--- config.mk ---
export PLATFORM = sky130hd
export DESIGN_NAME = axi4lite_rr_arbiter
export DESIGN_NICKNAME = d
export VERILOG_FILES = /design/src/rtl/axi4lite_arb_pkg.sv /design/src/rtl/rr_arbiter.sv /design/src/rtl/axi4lite_rr_arbiter.sv
export SDC_FILE = /design/constraint.sdc
export NUM_CORES = 1
export LEC_CHECK = 0
export CAP_MARGIN = 15
export CORE_AREA = 2 2 474 476
export CTS_CLUSTER_SIZE = 40
export DETAILED_ROUTE_END_ITERATION = 8
export DIE_AREA = 0 0 476 478
export GPL_TIMING_DRIVEN = 0
export HOLD_SLACK_MARGIN = 0.08
export PLACE_DENSITY = 0.37
export SLEW_MARGIN = 10
export SYNTH_ARGS = -nofsm -noshare
export SYNTH_HDL_FRONTEND = slang
export SYNTH_SLANG_ARGS = --single-unit
--- constraint.sdc ---
create_clock -name clk -period 3.8 [get_ports clk]
set_input_delay 0.76 -clock clk [delete_from_list [all_inputs] [get_ports clk]]
set_output_delay 0.76 -clock clk [all_outputs]
set_load 0.01 [all_outputs]
--- src/rtl/axi4lite_arb_pkg.sv ---
// Shared types and constants for the AXI4-Lite round-robin arbiter.
// Transaction state encoding and AXI response codes.
package axi4lite_arb_pkg;

    typedef enum logic [2:0] {
        IDLE,
        WADDR,
        WRESP,
        RADDR,
        RDATA
    } arb_state_e;

    localparam logic [1:0] OKAY   = 2'b00;
    localparam logic [1:0] EXOKAY = 2'b01;
    localparam logic [1:0] SLVERR = 2'b10;
    localparam logic [1:0] DECERR = 2'b11;

    localparam int unsigned DEF_NUM_REQ = 4;
    localparam int unsigned DEF_ADDR_W  = 32;
    localparam int unsigned DEF_DATA_W  = 128;

endpackage

--- src/rtl/rr_arbiter.sv ---
// Combinational round-robin pick: first set request at or above ptr, wrapping.
// Produces a one-hot grant, its index and an any-grant flag.
module rr_arbiter #(
    parameter int unsigned N = 4
) (
    input  logic [N-1:0]          req,
    input  logic [$clog2(N)-1:0]  ptr,
    output logic [N-1:0]          gnt,
    output logic [$clog2(N)-1:0]  gnt_idx,
    output logic                  gnt_any
);

    localparam int unsigned IDX_W = $clog2(N);

    logic [IDX_W:0]   pos;
    logic [IDX_W-1:0] idx;

    always_comb begin
        gnt     = '0;
        gnt_idx = '0;
        gnt_any = 1'b0;
        pos     = '0;
        idx     = '0;
        for (int unsigned k = 0; k < N; k++) begin
            // One extra bit so ptr+k never overflows before the wrap subtraction.
            pos = {1'b0, ptr} + (IDX_W + 1)'(k);
            if (pos >= (IDX_W + 1)'(N)) begin
                pos = pos - (IDX_W + 1)'(N);
            end
            idx = pos[IDX_W-1:0];
            if (!gnt_any && req[idx]) begin
                gnt_any  = 1'b1;
                gnt[idx] = 1'b1;
                gnt_idx  = idx;
            end
        end
    end

endmodule

--- src/rtl/axi4lite_rr_arbiter.sv ---
// Shares one AXI4-Lite master port among NUM_REQ requesters, round-robin,
// one outstanding transaction at a time; responses go back to the owner only.
module axi4lite_rr_arbiter
    import axi4lite_arb_pkg::*;
#(
    parameter int unsigned NUM_REQ = DEF_NUM_REQ,
    parameter int unsigned ADDR_W  = DEF_ADDR_W,
    parameter int unsigned DATA_W  = DEF_DATA_W
) (
    input  logic                           clk,
    input  logic                           rst_n,

    input  logic [NUM_REQ-1:0]             req_valid,
    output logic [NUM_REQ-1:0]             req_ready,
    input  logic [NUM_REQ-1:0]             req_write,
    input  logic [NUM_REQ*ADDR_W-1:0]      req_addr,
    input  logic [NUM_REQ*DATA_W-1:0]      req_wdata,
    input  logic [NUM_REQ*DATA_W/8-1:0]    req_wstrb,
    output logic [NUM_REQ-1:0]             rsp_valid,
    output logic [DATA_W-1:0]              rsp_rdata,
    output logic [1:0]                     rsp_resp,
    output logic                           busy,
    output logic [$clog2(NUM_REQ)-1:0]     grant_id,

    output logic [ADDR_W-1:0]              awaddr,
    output logic                           awvalid,
    input  logic                           awready,
    output logic [DATA_W-1:0]              wdata,
    output logic [DATA_W/8-1:0]            wstrb,
    output logic                           wvalid,
    input  logic                           wready,
    input  logic [1:0]                     bresp,
    input  logic                           bvalid,
    output logic                           bready,
    output logic [ADDR_W-1:0]              araddr,
    output logic                           arvalid,
    input  logic                           arready,
    input  logic [DATA_W-1:0]              rdata,
    input  logic [1:0]                     rresp,
    input  logic                           rvalid,
    output logic                           rready
);

    localparam int unsigned STRB_W = DATA_W / 8;
    localparam int unsigned ID_W   = $clog2(NUM_REQ);

    logic [NUM_REQ-1:0] arb_gnt;
    logic [ID_W-1:0]    arb_idx;
    logic               arb_any;

    logic               sel_write;
    logic [ADDR_W-1:0]  sel_addr;
    logic [DATA_W-1:0]  sel_wdata;
    logic [STRB_W-1:0]  sel_wstrb;

    arb_state_e         state_q, state_d;
    logic [ID_W-1:0]    ptr_q, ptr_d;
    logic [ID_W-1:0]    grant_id_q, grant_id_d;
    logic [NUM_REQ-1:0] owner_q, owner_d;
    logic               busy_q, busy_d;
    logic [NUM_REQ-1:0] req_ready_q, req_ready_d;
    logic [NUM_REQ-1:0] rsp_valid_q, rsp_valid_d;
    logic [DATA_W-1:0]  rsp_rdata_q, rsp_rdata_d;
    logic [1:0]         rsp_resp_q, rsp_resp_d;
    logic [ADDR_W-1:0]  addr_q, addr_d;
    logic [DATA_W-1:0]  wdata_q, wdata_d;
    logic [STRB_W-1:0]  wstrb_q, wstrb_d;
    logic               awvalid_q, awvalid_d;
    logic               wvalid_q, wvalid_d;
    logic               aw_done_q, aw_done_d;
    logic               w_done_q, w_done_d;
    logic               bready_q, bready_d;
    logic               arvalid_q, arvalid_d;
    logic               rready_q, rready_d;

    rr_arbiter #(
        .N (NUM_REQ)
    ) u_rr_arbiter (
        .req     (req_valid),
        .ptr     (ptr_q),
        .gnt     (arb_gnt),
        .gnt_idx (arb_idx),
        .gnt_any (arb_any)
    );

    always_comb begin
        sel_write = 1'b0;
        sel_addr  = '0;
        sel_wdata = '0;
        sel_wstrb = '0;
        for (int unsigned i = 0; i < NUM_REQ; i++) begin
            if (arb_idx == ID_W'(i)) begin
                sel_write = req_write[i];
                sel_addr  = req_addr[i*ADDR_W +: ADDR_W];
                sel_wdata = req_wdata[i*DATA_W +: DATA_W];
                sel_wstrb = req_wstrb[i*STRB_W +: STRB_W];
            end
        end
    end

    always_comb begin
        state_d     = state_q;
        ptr_d       = ptr_q;
        grant_id_d  = grant_id_q;
        owner_d     = owner_q;
        busy_d      = busy_q;
        req_ready_d = '0;
        rsp_valid_d = '0;
        rsp_rdata_d = rsp_rdata_q;
        rsp_resp_d  = rsp_resp_q;
        addr_d      = addr_q;
        wdata_d     = wdata_q;
        wstrb_d     = wstrb_q;
        awvalid_d   = awvalid_q;
        wvalid_d    = wvalid_q;
        aw_done_d   = aw_done_q;
        w_done_d    = w_done_q;
        bready_d    = bready_q;
        arvalid_d   = arvalid_q;
        rready_d    = rready_q;

        unique case (state_q)
            IDLE: begin
                if (arb_any) begin
                    req_ready_d = arb_gnt;
                    owner_d     = arb_gnt;
                    grant_id_d  = arb_idx;
                    busy_d      = 1'b1;
                    addr_d      = sel_addr;
                    wdata_d     = sel_wdata;
                    wstrb_d     = sel_wstrb;
                    state_d     = sel_write ? WADDR : RADDR;
                end
            end
            WADDR: begin
                // Valids rise on the first WADDR cycle and each falls on its own handshake.
                aw_done_d = aw_done_q | (awvalid_q & awready);
                w_done_d  = w_done_q | (wvalid_q & wready);
                awvalid_d = !aw_done_d;
                wvalid_d  = !w_done_d;
                if (aw_done_d && w_done_d) begin
                    aw_done_d = 1'b0;
                    w_done_d  = 1'b0;
                    bready_d  = 1'b1;
                    state_d   = WRESP;
                end
            end
            WRESP: begin
                if (bvalid && bready_q) begin
                    bready_d    = 1'b0;
                    rsp_valid_d = owner_q;
                    rsp_rdata_d = '0;
                    rsp_resp_d  = bresp;
                    busy_d      = 1'b0;
                    ptr_d       = (grant_id_q == ID_W'(NUM_REQ - 1)) ? '0 : grant_id_q + ID_W'(1);
                    state_d     = IDLE;
                end
            end
            RADDR: begin
                if (arvalid_q && arready) begin
                    arvalid_d = 1'b0;
                    rready_d  = 1'b1;
                    state_d   = RDATA;
                end else begin
                    arvalid_d = 1'b1;
                end
            end
            RDATA: begin
                if (rvalid && rready_q) begin
                    rready_d    = 1'b0;
                    rsp_valid_d = owner_q;
                    rsp_rdata_d = rdata;
                    rsp_resp_d  = rresp;
                    busy_d      = 1'b0;
                    ptr_d       = (grant_id_q == ID_W'(NUM_REQ - 1)) ? '0 : grant_id_q + ID_W'(1);
                    state_d     = IDLE;
                end
            end
            default: state_d = IDLE;
        endcase
    end

    always_ff @(posedge clk or negedge rst_n) begin
        if (!rst_n) begin
            state_q     <= IDLE;
            ptr_q       <= '0;
            grant_id_q  <= '0;
            owner_q     <= '0;
            busy_q      <= 1'b0;
            req_ready_q <= '0;
            rsp_valid_q <= '0;
            rsp_rdata_q <= '0;
            rsp_resp_q  <= OKAY;
            addr_q      <= '0;
            wdata_q     <= '0;
            wstrb_q     <= '0;
            awvalid_q   <= 1'b0;
            wvalid_q    <= 1'b0;
            aw_done_q   <= 1'b0;
            w_done_q    <= 1'b0;
            bready_q    <= 1'b0;
            arvalid_q   <= 1'b0;
            rready_q    <= 1'b0;
        end else begin
            state_q     <= state_d;
            ptr_q       <= ptr_d;
            grant_id_q  <= grant_id_d;
            owner_q     <= owner_d;
            busy_q      <= busy_d;
            req_ready_q <= req_ready_d;
            rsp_valid_q <= rsp_valid_d;
            rsp_rdata_q <= rsp_rdata_d;
            rsp_resp_q  <= rsp_resp_d;
            addr_q      <= addr_d;
            wdata_q     <= wdata_d;
            wstrb_q     <= wstrb_d;
            awvalid_q   <= awvalid_d;
            wvalid_q    <= wvalid_d;
            aw_done_q   <= aw_done_d;
            w_done_q    <= w_done_d;
            bready_q    <= bready_d;
            arvalid_q   <= arvalid_d;
            rready_q    <= rready_d;
        end
    end

    assign req_ready = req_ready_q;
    assign rsp_valid = rsp_valid_q;
    assign rsp_rdata = rsp_rdata_q;
    assign rsp_resp  = rsp_resp_q;
    assign busy      = busy_q;
    assign grant_id  = grant_id_q;
    assign awaddr    = addr_q;
    assign araddr    = addr_q;
    assign awvalid   = awvalid_q;
    assign wdata     = wdata_q;
    assign wstrb     = wstrb_q;
    assign wvalid    = wvalid_q;
    assign bready    = bready_q;
    assign arvalid   = arvalid_q;
    assign rready    = rready_q;

endmodule

==> results of run 1 <==
timing repair:
| item | CTS | global route |
|---|---|---|
| setup endpoints to repair | 177 | 92 |
| endpoints found under the hold margin | 49 | 0 |
| gates resized for setup | 90 | 19 |
| hold buffers | 1 | 0 |
metrics by stage:
| step | setup TNS [ns] | hold slack (ns) | setup slack [ns] |
|---|---|---|---|
| 4_1_cts | 0 | 0.484 | 0.00506 |
| 3_3_place_gp | -5670.83 | 0.460 | -16.59 |
| 6_report | 0 | 0.483 | 0.235 |
| 2_1_floorplan | 0 | 0.442 | 1.19 |
| 3_5_place_dp | -148.19 | 0.470 | -1.57 |
| 5_1_grt | 0 | 0.498 | 0.0526 |
routing by layer:
layer	vias up	routed length (um)	share of wire, %
li1	8283	-	-
met1	9443	69900	36
met2	1201	88300	46
met3	293	27900	15
met4	82	5880	3.1
met5	-	540	0.28
final timing paths:
kind                       startpoint             to  depth (start not counted)
max                        state_q[0]  rsp_rdata[65]                          8
min                        owner_q[1]     owner_q[1]                          1
max reg2reg                state_q[0]  rsp_rdata[65]                          8
min reg2reg                owner_q[1]     owner_q[1]                          1
max in group asynchronous       rst_n      wdata[21]                          5
min in group asynchronous       rst_n   rsp_valid[0]                          2
layout make-up:
cell class              instances  area, um^2  share of cell area, %
inverters                       3        15.0                 0.0425
clock inverters                26         289                  0.818
diodes                         47         118                  0.333
multi-input cells             982        8140                   23.0
well taps                    2992        3740                   10.6
clock buffers                  74        1580                   4.46
plain buffers                 167         931                   2.63
flip-flops and latches        333        8330                   23.6
repair buffers               1210       12200                   34.5
synth_stat cells, types with 3 or more instances:
cell type and n:
a221oi_1 4, ha_1 8, mux2i_1 355, a21o_1 7
o221ai_1 176, clkbuf_1 66, nand3b_1 5, nor2b_1 6
mux2_2 7, a21oi_1 12, nand2_1 204, or3_1 3
buf_1 13, nor2_1 18, buf_4 33, dfrtp_1 333
a22o_1 129, o21ai_0 9, buf_2 55, nand3_1 3
state kept, by name, summed over array words and instances (netlist names):
name	flops
wstrb	16
rsp_valid	4
busy	1
araddr	32
owner_q	4
ptr_q	2
rsp_resp	2
rsp_rdata	128
rready	1
wvalid	1
state_q	3
grant_id	2
arvalid	1
w_done_q	1
awvalid	1
aw_done_q	1
bready	1
wdata	128
req_ready	4
cells by family (layout without fill, tap and decap cells):
| kind of cell | Yosys count | after routing |
|---|---|---|
| muxes | 364 | 364 |
| AOI/OAI and AO/OA | 356 | 356 |
| DFF | 333 | 333 |
| and+or+nand+nor | 254 | 254 |
| buffers and inverters | 171 | 1480 |
| adders and majority gates | 8 | 8 |
| other | 0 | 47 |
worst max-delay path: stages (launching register included):
cell,delay [ns]
dfrtp_1,0.35
clkbuf_1,0.21
nor3b_2,0.60
and3_1,0.23
clkbuf_1,0.36
a41oi_1,0.27
clkbuf_2,0.42
clkdlybuf4s15_1,0.63
a22o_1,0.35
where the power goes:
group | switching (uW) | total [uW] | internal, uW
sequential | 1230 | 6510 | 5280
clock | 2270 | 5450 | 3180
combinational | 11000 | 18900 | 7850
==> out/qor.log, run 1 <==
[power_and_ir_drop] total power per unit cell area 873 mW/mm^2
[logic_synthesis] Warnings, synthesis 0
[cells_and_area] Final Non-Filler Cells 5834
[timing] Rel. slew slack 33.9%
[logic_synthesis] dominant combinational cell family by area after synthesis multiplexers
[clock_network] clock tree from TritonCTS yes
[timing] final critical delay including setup and external delays 3.57 ns
[cells_and_area] count of filler cells inserted in the layout 25100
[logic_synthesis] fraction of the mapped netlist area in simple logic gates 6.14%
[place] number of buffer cells added on primary ports 1202
[place] final RePlAce weighted congestion 0.867
[cells_and_area] share of post-route cells with drive strength above 1 9.66%
[power_and_ir_drop] peak supply drop 0.000328 V
[place] cell area after placement 0.0330 mm^2
[timing] unrepaired setup endpoints after global routing no
[clock_network] number of levels the H-tree was split into 2
[route] Total Routed Length 193000 um
[worst_setup_path] data arrival at the endpoint of the critical path 4.14 ns
[route] remaining number of nets flagged by the antenna check after routing 0
[route] number of vias per cell 3.31
[floorplanning] overall die width 476 um
[global_route] global-route track usage on met3 10.1%
[global_route] global routing usage summed across all routing layers 16.2%
[logic_synthesis] Post-Synthesis Cell Area 0.0170 mm^2
[place] Detailed Place HPWL 167000 um
[clock_network] Clock Latency Late Sink 0.69 ns
[global_route] GRT met1 Usage 17.3%
[clock_network] CTS root buffer clkbuf_16
[min_path] worst min-delay path category register to register
[timing] timing-limited maximum frequency 280 MHz
[cells_and_area] Non-Filler Cell Area, Final 0.0353 mm^2
[floorplanning] full die area 0.228 mm^2
[global_route] wire length of the first global-routing pass 234000 um
[route] TritonRoute pass-1 iters 5
[clock_network] clock buffer count from CTS 54
[logic_synthesis] syn_area_per_cell 11.5 um^2
[power_and_ir_drop] Lkg Pwr 0.0146 uW
[logic_synthesis] library cell with the largest summed area after synthesis dfrtp_1
[worst_setup_path] required time of the critical path 4.37 ns
[global_route] largest net degree at the start of global routing 86
[cells_and_area] Final nets 3610
[logic_synthesis] proportion of register bits with asynchronous set or reset after synthesis 100%
[worst_setup_path] Critical Path Fanout Max 10
[global_route] residual overflow from global routing 0
[logic_synthesis] Net Count, Synth 2345
[floorplanning] num ports 1205
[logic_synthesis] main flop type after synthesis dfrtp_1
[floorplanning] total number of placement rows 174
[power_and_ir_drop] Overall Power 30800 uW
[worst_setup_path] Setup crit end kind register
[outcome] run status finished clean
[route] number of DRC markers in iteration 0 1080
[worst_setup_path] register-to-register setup slack 0.23 ns
[global_route] Global Route met2 Usage 26.6%
[logic_synthesis] synth top area cells dfrtp_1, mux2i_1, o221ai_1, a22o_1, nand2_1
[global_route] antenna violations before repair 130
[logic_synthesis] number of distinct library cells after synthesis 51
[logic_synthesis] Seq/Total Area, Yosys 48.9%
[floorplanning] height of the die 478 um
[timing] Final setup violation count 0
[global_route] via count of the first global-routing pass 19800
[floorplanning] Core Box Area 0.223 mm^2
[job] number of max-capacitance violations reported 0
[clock_network] number of clock sinks 333
[cells_and_area] commonest cells after routing, fill and taps aside clkdlybuf4s50_1, dfrtp_1, mux2i_1
[clock_network] clock-pin slew reported for the worst setup and hold paths after clock tree synthesis 0.06 ns
[logic_synthesis] share of synthesized cell area in full adder, half adder and majority cells 0.588%
[timing] Worst-Margin Slew 0.992 ns
[clock_network] clock buffer depth 3
[timing] final slew viol count 0
[timing] final critical-path share of the clock period 93.8%
[logic_synthesis] post-synthesis xor/xnor area fraction 0%
[route] total vias in the final route 19300
[logic_synthesis] synthesized instance count 1486
[route] drt drc 0
[timing] Post-Route Skew 0.0260 ns
[logic_synthesis] synthesized flop and latch total 333
[worst_setup_path] Worst setup SP type register
[cells_and_area] fraction of the core area covered by cells at the end of the flow 15.8%
[place] number of placed instances, taps included 5687
[worst_setup_path] critical path type register to register
[logic_synthesis] share of cell area taken by muxes after synthesis 21.6%
[clock_network] number of post-CTS setup repair buffers 0
[logic_synthesis] share of the synthesized area in the top cell type 48.9%
[route] Wirelength per Cell 33.0 um
[logic_synthesis] number of enable flip-flop cells after synthesis 0
[cells_and_area] area added between synthesis and finish 107%
[timing] Hold Violations, Final 0
[global_route] Most Used Layer, Global Route met2
[floorplanning] Starting Density 7.63%
[logic_synthesis] share of the synthesized area in compound gates (AO/OA/AOI/OAI) 17.8%
[cells_and_area] most common cell after layout, fill and taps aside clkdlybuf4s50_1
Note: power is estimated with default switching activity, not from simulation.
==> run 2, diff against run 1 <==
clock period = 4.3 ns   (was 3.8 ns; I/O delays follow)
==> run 2 against run 1 <==
Effect of this change: clock skew rose by 0.0050 ns; sequential share of layout area rose by 0.14 points; critical path depth rose by 1; first-iteration DRC count fell by 0.74%; global-route usage barely moved; flip-flop and latch count did not move; largest power group unchanged.
==> out/qor.log, run 2 (synthesized netlist as in run 1, its figures left out) <==
[floorplanning] total number of placement rows 174
[cells_and_area] most common cell after layout, fill and taps aside clkdlybuf4s50_1
[global_route] wire length of the first global-routing pass 234000 um
[worst_setup_path] critical path type register to register
[cells_and_area] commonest cells after routing, fill and taps aside clkdlybuf4s50_1, mux2i_1, dfrtp_1
[worst_setup_path] Critical R2R Launch ptr_q[0]
[cells_and_area] share of post-route cells with drive strength above 1 8.44%
[worst_setup_path] path depth of the worst reg2reg path 9
[clock_network] number of clock sinks 333
[worst_setup_path] Worst setup SP type register
[worst_setup_path] required time of the critical path 4.82 ns
[min_path] startpoint of the worst hold path rsp_resp[0]
[clock_network] clock tree from TritonCTS yes
[route] total vias in the final route 19300
[worst_setup_path] Setup crit end kind register
[clock_network] Clock Latency Late Sink 0.70 ns
[route] number of vias per cell 3.31
[min_path] hold path endpoint rsp_resp[0]
[route] Total Routed Length 192000 um
[floorplanning] full die area 0.228 mm^2
[timing] Worst-Margin Slew 0.986 ns
[clock_network] number of post-CTS setup repair buffers 0
[timing] fin worst setup slack 0.299 ns
[timing] Post-Route Skew 0.0310 ns
[worst_setup_path] capture instance of the worst register-to-register path wstrb[13]
[floorplanning] Core Box Area 0.223 mm^2
[cells_and_area] Final nets 3610
[global_route] largest net degree at the start of global routing 86
[timing] final critical delay including setup and external delays 4.00 ns
[global_route] global routing usage summed across all routing layers 16.2%
[timing] worst hold margin 0.483 ns
[floorplanning] num ports 1205
[timing] final critical-path share of the clock period 93.0%
[route] Wirelength per Cell 33.0 um
[place] number of buffer cells added on primary ports 1202
[worst_setup_path] data arrival at the endpoint of the critical path 4.52 ns
[min_path] worst min-delay path category register to register
[timing] final slew viol count 0
[outcome] run status finished clean
[global_route] residual overflow from global routing 0
[floorplanning] height of the die 478 um
[timing] timing-limited maximum frequency 250 MHz
[timing] Rel. slew slack 34.3%
[timing] unrepaired setup endpoints after global routing no
[min_path] count of cells along the worst hold path 2
[clock_network] CTS root buffer clkbuf_16
[place] final RePlAce weighted congestion 0.867
[clock_network] clock buffer count from CTS 54
[job] number of max-capacitance violations reported 0
[global_route] antenna violations before repair 136
[cells_and_area] fraction of the core area covered by cells at the end of the flow 15.7%
[power_and_ir_drop] Lkg Pwr 0.0146 uW
[route] drt drc 0
[worst_setup_path] register-to-register setup slack 0.30 ns
[cells_and_area] area added between synthesis and finish 106%
[timing] final total negative setup slack 0 ns
[place] setup slack after placement -1.17 ns
[clock_network] clock-pin slew reported for the worst setup and hold paths after clock tree synthesis 0.06 ns
[timing] Final setup violation count 0
[clock_network] clock buffer depth 3
[power_and_ir_drop] peak supply drop 0.000288 V
[floorplanning] overall die width 476 um
[route] number of DRC markers in iteration 0 1072
[clock_network] number of levels the H-tree was split into 2
[power_and_ir_drop] total power per unit cell area 768 mW/mm^2
[worst_setup_path] Critical Path Fanout Max 10
[floorplanning] Starting Density 7.63%
[route] TritonRoute pass-1 iters 5
[place] Detailed Place HPWL 167000 um
[route] remaining number of nets flagged by the antenna check after routing 0
[timing] Hold Violations, Final 0
[global_route] via count of the first global-routing pass 19800
run 2: cell count changes in the layout (fill, tap and decap cells not counted), moves of 2 or more:
cell,delta
buf_2,+8
buf_4,-2
buf_6,-6
clkbuf_1,+7
clkbuf_2,-5
mux2i_1,+25
mux2i_2,-20
mux2i_4,-5
run 2: routing by layer:
layer  up-vias  GRT usage [%]  share of wire (%)
met1      9499           17.3                 36
met3       293           10.1                 14
met2      1149           26.7                 46
met5         -              0               0.32
met4        92           4.25                3.0
li1       8286              -                  -
run 2: layout make-up:
class / instances / area, um^2
clock inverters: 26 / 289
repair buffers: 1210 / 12200
inverters: 3 / 11.3
multi-input cells: 982 / 7990
plain buffers: 167 / 872
well taps: 2992 / 3740
clock buffers: 74 / 1580
fillers: 25100 / 188000
diodes: 47 / 118
flip-flops and latches: 333 / 8330
run 2: repair_timing:
item	CTS	global route
resized for setup	35	16
hold buffers	1	0
endpoints found under the hold margin	10	0
pin swaps	0	0
endpoints found under the setup margin	114	86
run 2: per-stage QoR:
step	total power, uW	area [um^2]	std cells
final	27000	35100	5834
after global routing	28600	35100	5808
after CTS	27700	35000	5788
after detailed placement	22500	33000	5687
after global placement	22500	32800	5680
after floorplan	12300	17000	1486
run 2: critical path, stage by stage, from the launching register on:
cell and delay (ns):
dfrtp_1 0.46, buf_6 0.17, clkinv_1 0.27, ha_1 0.59, a311oi_1 0.08, o21ai_1 0.26
buf_4 0.36, buf_2 0.63, mux2i_1 0.75, o221ai_1 0.19
run 2: power by group:
part           total, uW  leakage (uW)  internal (uW)  switching [uW]
Combinational      16400       0.00939           6770            9640
Clock               4800      0.000915           2810            2000
Sequential          5750       0.00431           4660            1090
Total              27000        0.0146          14200           12700
run 2: worst max-delay path by stage:
| stage | startpoint | endpoint | slack (ns) |
|---|---|---|---|
| after floorplan | req_valid[2] | araddr[10] | 1.59 |
| after global placement | rst_n | wdata[42] | -16.19 |
| after detailed placement | req_valid[0] | wdata[123] | -1.17 |
| after CTS | ptr_q[0] | araddr[11] | 0.03 |
| after global routing | ptr_q[0] | wdata[97] | 0.04 |
| final | ptr_q[0] | wstrb[13] | 0.30 |
